==> config.mk <==
export PLATFORM = sky130hd
export DESIGN_NAME = y_fold_xor
export DESIGN_NICKNAME = d
export VERILOG_FILES = /design/src/rtl/sig_check_pkg.sv /design/src/rtl/y_fold_xor.sv
export SDC_FILE = /design/constraint.sdc
export NUM_CORES = 1
export LEC_CHECK = 0
export BUFFER_PORTS_ARGS = -buffer_cell sky130_fd_sc_hd__clkbuf_2
export CAP_MARGIN = 30
export CORE_AREA = 2 2 229 231
export DETAILED_ROUTE_END_ITERATION = 7
export DIE_AREA = 0 0 231 233
export PLACE_DENSITY = 0.3
export SLEW_MARGIN = 20
export SYNTH_ARGS = -nofsm -noshare
export SYNTH_HDL_FRONTEND = slang
export SYNTH_SLANG_ARGS = --single-unit
export TNS_END_PERCENT = 50
==> constraint.sdc <==
create_clock -name vclk -period 3.5
set_input_delay 0.7 -clock vclk [all_inputs]
set_output_delay 0.7 -clock vclk [all_outputs]
set_load 0.02 [all_outputs]
==> src/rtl/sig_check_pkg.sv <==
// -----------------------------------------------------------------------------
// sig_check_pkg
// Shared definitions for the y signature checker: FSM state encoding, default
// MISR polynomial and seed, and a ceiling-division helper used to size the fold.
// -----------------------------------------------------------------------------
package sig_check_pkg;

  typedef enum logic [1:0] {
    IDLE    = 2'd0,
    CAPTURE = 2'd1,
    COMPARE = 2'd2,
    DONE    = 2'd3
  } state_t;

  // CRC-32 polynomial; gives the MISR a long cycle without extra cost.
  localparam logic [31:0] DEFAULT_POLY = 32'h04C11DB7;
  localparam logic [31:0] DEFAULT_SEED = 32'h0000_0000;

  function automatic int ceil_div(input int num, input int den);
    return (num + den - 1) / den;
  endfunction

endpackage

==> src/rtl/y_fold_xor.sv <==
// -----------------------------------------------------------------------------
// y_fold_xor
// Compacts a wide bus into SIG_WIDTH bits: y is zero-extended to a whole number
// of SIG_WIDTH chunks and all chunks are XORed together. Purely combinational.
// Ports:
//   y     in   Y_WIDTH    bus to fold
//   fold  out  SIG_WIDTH  XOR of all chunks
// -----------------------------------------------------------------------------
module y_fold_xor
  import sig_check_pkg::*;
#(
  parameter int Y_WIDTH   = 550,
  parameter int SIG_WIDTH = 32
) (
  input  logic [Y_WIDTH-1:0]   y,
  output logic [SIG_WIDTH-1:0] fold
);

  localparam int NUM_CHUNKS = ceil_div(Y_WIDTH, SIG_WIDTH);
  localparam int PAD_WIDTH  = NUM_CHUNKS * SIG_WIDTH;

  // Upper bits of the last chunk read as zero when Y_WIDTH is not a multiple.
  logic [PAD_WIDTH-1:0] y_padded;
  assign y_padded = PAD_WIDTH'(y);

  always_comb begin
    // NOTE: every always_comb output gets a default first so no path leaves it
    // unassigned, which would otherwise infer a latch.
    fold = '0;
    for (int i = 0; i < NUM_CHUNKS; i++) begin
      fold = fold ^ y_padded[i*SIG_WIDTH +: SIG_WIDTH];
    end
  end

endmodule

==> impl_metrics.env <==
export IMPL_status="complete, no violations"
export IMPL_boundaryPins=582
export IMPL_crit_fanout=1
export IMPL_rsz0062_at_grt="no"
export IMPL_powerDensity_mw_per_mm2=311
export IMPL_yosys_area_top_type="xnor2_1"
export IMPL_syn_area_mm2=0.00470
export IMPL_pwr_share_clk_pct=0
export IMPL_period_share_pct=79.4
export IMPL_cap_violations=0
export IMPL_drt_pass1_iterations=3
export IMPL_diodes=0
export IMPL_register_area_um2=0
export IMPL_seq_cell_count=0
export IMPL_tightest_slew_ns=0.382
export IMPL_nClkBuffers=0
export IMPL_dr_total_vias=5004
export IMPL_crit_end="fold[25]"
export IMPL_path_class="in -> out"
export IMPL_p_int_mw=1.37
export IMPL_hold_violations=0
export IMPL_cp_data_arrival_time_ns=2.08
export IMPL_critPathLaunch="y[473]"
export IMPL_synth_area_per_cell_um2=9.66
export IMPL_final_min_clock_period_ns=2.78
export IMPL_syn2layout_area_growth_pct=80.1
export IMPL_post_cts_hold_buffer_count=0
export IMPL_via_per_inst=2.86
export IMPL_gp_congestion=0.769
export IMPL_synth_common_cells="xnor2_1 (416), xor2_1 (38), xnor3_1 (32)"
export IMPL_gr_usage_all_layers_pct=6.46
export IMPL_combPwrFrac_pct=100.0
export IMPL_coreArea_mm2=0.0511
export IMPL_p_seq_share_pct=0
export IMPL_die_w_um=231
export IMPL_dieArea_mm2=0.0538
export IMPL_synth_most_common_cell="xnor2_1"
export IMPL_finish_utilization_pct=16.6
export IMPL_io_buffers=582
export IMPL_worst_ep_required_time_ns=2.80
export IMPL_wire_per_inst_um=11.1
export IMPL_min_from="y[19]"
export IMPL_maxSlewViolCount=0
export IMPL_ant_nets=0
export IMPL_drt_wl_total_mm=19.4
export IMPL_switching_share_pct=48.1
export IMPL_overflow=0
export IMPL_max_slew_margin_pct=74.4
export IMPL_drc=0
export IMPL_ys_warn_count=0
export IMPL_start_util_pct=9.19
export IMPL_final_nets=1620
export IMPL_grt_pass1_vias=5162
export IMPL_std_cell_rows=83
export IMPL_synth_top_area_share_pct=77.6
export IMPL_ys_types=3
export IMPL_antenna_found_initial=0
export IMPL_cp_start_kind="input port"
export IMPL_post_cts_buffers=0
export IMPL_cts_repair_resized=0
export IMPL_synth_area_top_cells="xnor2_1 (78%), xnor3_1 (15%), xor2_1 (7.1%)"
export IMPL_grt_max_degree=2
export IMPL_synth_net_count=1036
export IMPL_drt_iter0_drc=26
export IMPL_power_switching_mw=1.27
export IMPL_p_leak_nw=3.94
export IMPL_grt_pass1_wl_mm=27.1
export IMPL_cp_end_kind="output port"
export IMPL_ys_seq_area_share_pct=0
export IMPL_setup_violations=0
export IMPL_fmax_mhz=360
export IMPL_dp_hpwl_mm=19.3
export IMPL_fin_tns_setup_ns=0
export IMPL_die_h_um=233
export IMPL_synth_cells=486
export IMPL_ir_drop_uv=144
export IMPL_drive_gt1_share_pct=54.5
export IMPL_hold_class="in -> out"
cell type report:
| class | count | area (µm²) |
|---|---|---|
| multi-input combinational | 486 | 4700 |
| tap | 680 | 851 |
| timing repair buffer | 582 | 2910 |
| fill | 5898 | 42600 |
layout by cell type (no fill, tap or decap):
master	count
clkbuf_2	582
xnor2_1	416
xnor3_1	32
xor2_1	38
per-stage QoR:
step	cell area [µm²]	setup slack, ns	hold slack, ns	std cells	power [mW]
final	8460	0.721	1.93	1748	2.63
after detailed placement	8460	0.705	1.94	1748	2.69
after global placement	8460	0.641	1.94	1748	2.70
after CTS	8460	0.705	1.94	1748	2.70
after global routing	8460	0.642	1.98	1748	2.85
after floorplan	4700	1.01	1.77	486	1.78
cell families after synthesis:
group / after synthesis / share of synthesized area, %
xor gates and xnor gates: 486 / 100
how the worst min path moves through the flow:
stage	end	slack, ns	depth (start not counted)
6_report	fold[19]	1.93	5
5_1_grt	fold[22]	1.98	5
4_1_cts	fold[19]	1.94	5
3_5_place_dp	fold[19]	1.94	5
3_3_place_gp	fold[16]	1.94	5
2_1_floorplan	fold[0]	1.77	3
critical path: stages:
cell and delay [ns]:
clkbuf_2 0.09, xor2_1 0.18, xnor2_1 0.14, xnor3_1 0.42
xnor2_1 0.31, clkbuf_2 0.24
power by group through the flow:
| stage | Sequential (mW) | Combinational, mW | Clock, mW |
|---|---|---|---|
| after floorplan | 0 | 1.78 | 0 |
| after global placement | 0 | 2.70 | 0 |
| after detailed placement | 0 | 2.69 | 0 |
| after CTS | 0 | 2.70 | 0 |
| after global routing | 0 | 2.85 | 0 |
| final | 0 | 2.63 | 0 |
per-layer routing:
layer	wire [µm]	track usage, %
met5	0	0
met4	40	0.121
met3	988	0.600
met2	11800	14.0
met1	6540	6.92
(Power assumes the default switching activity.)
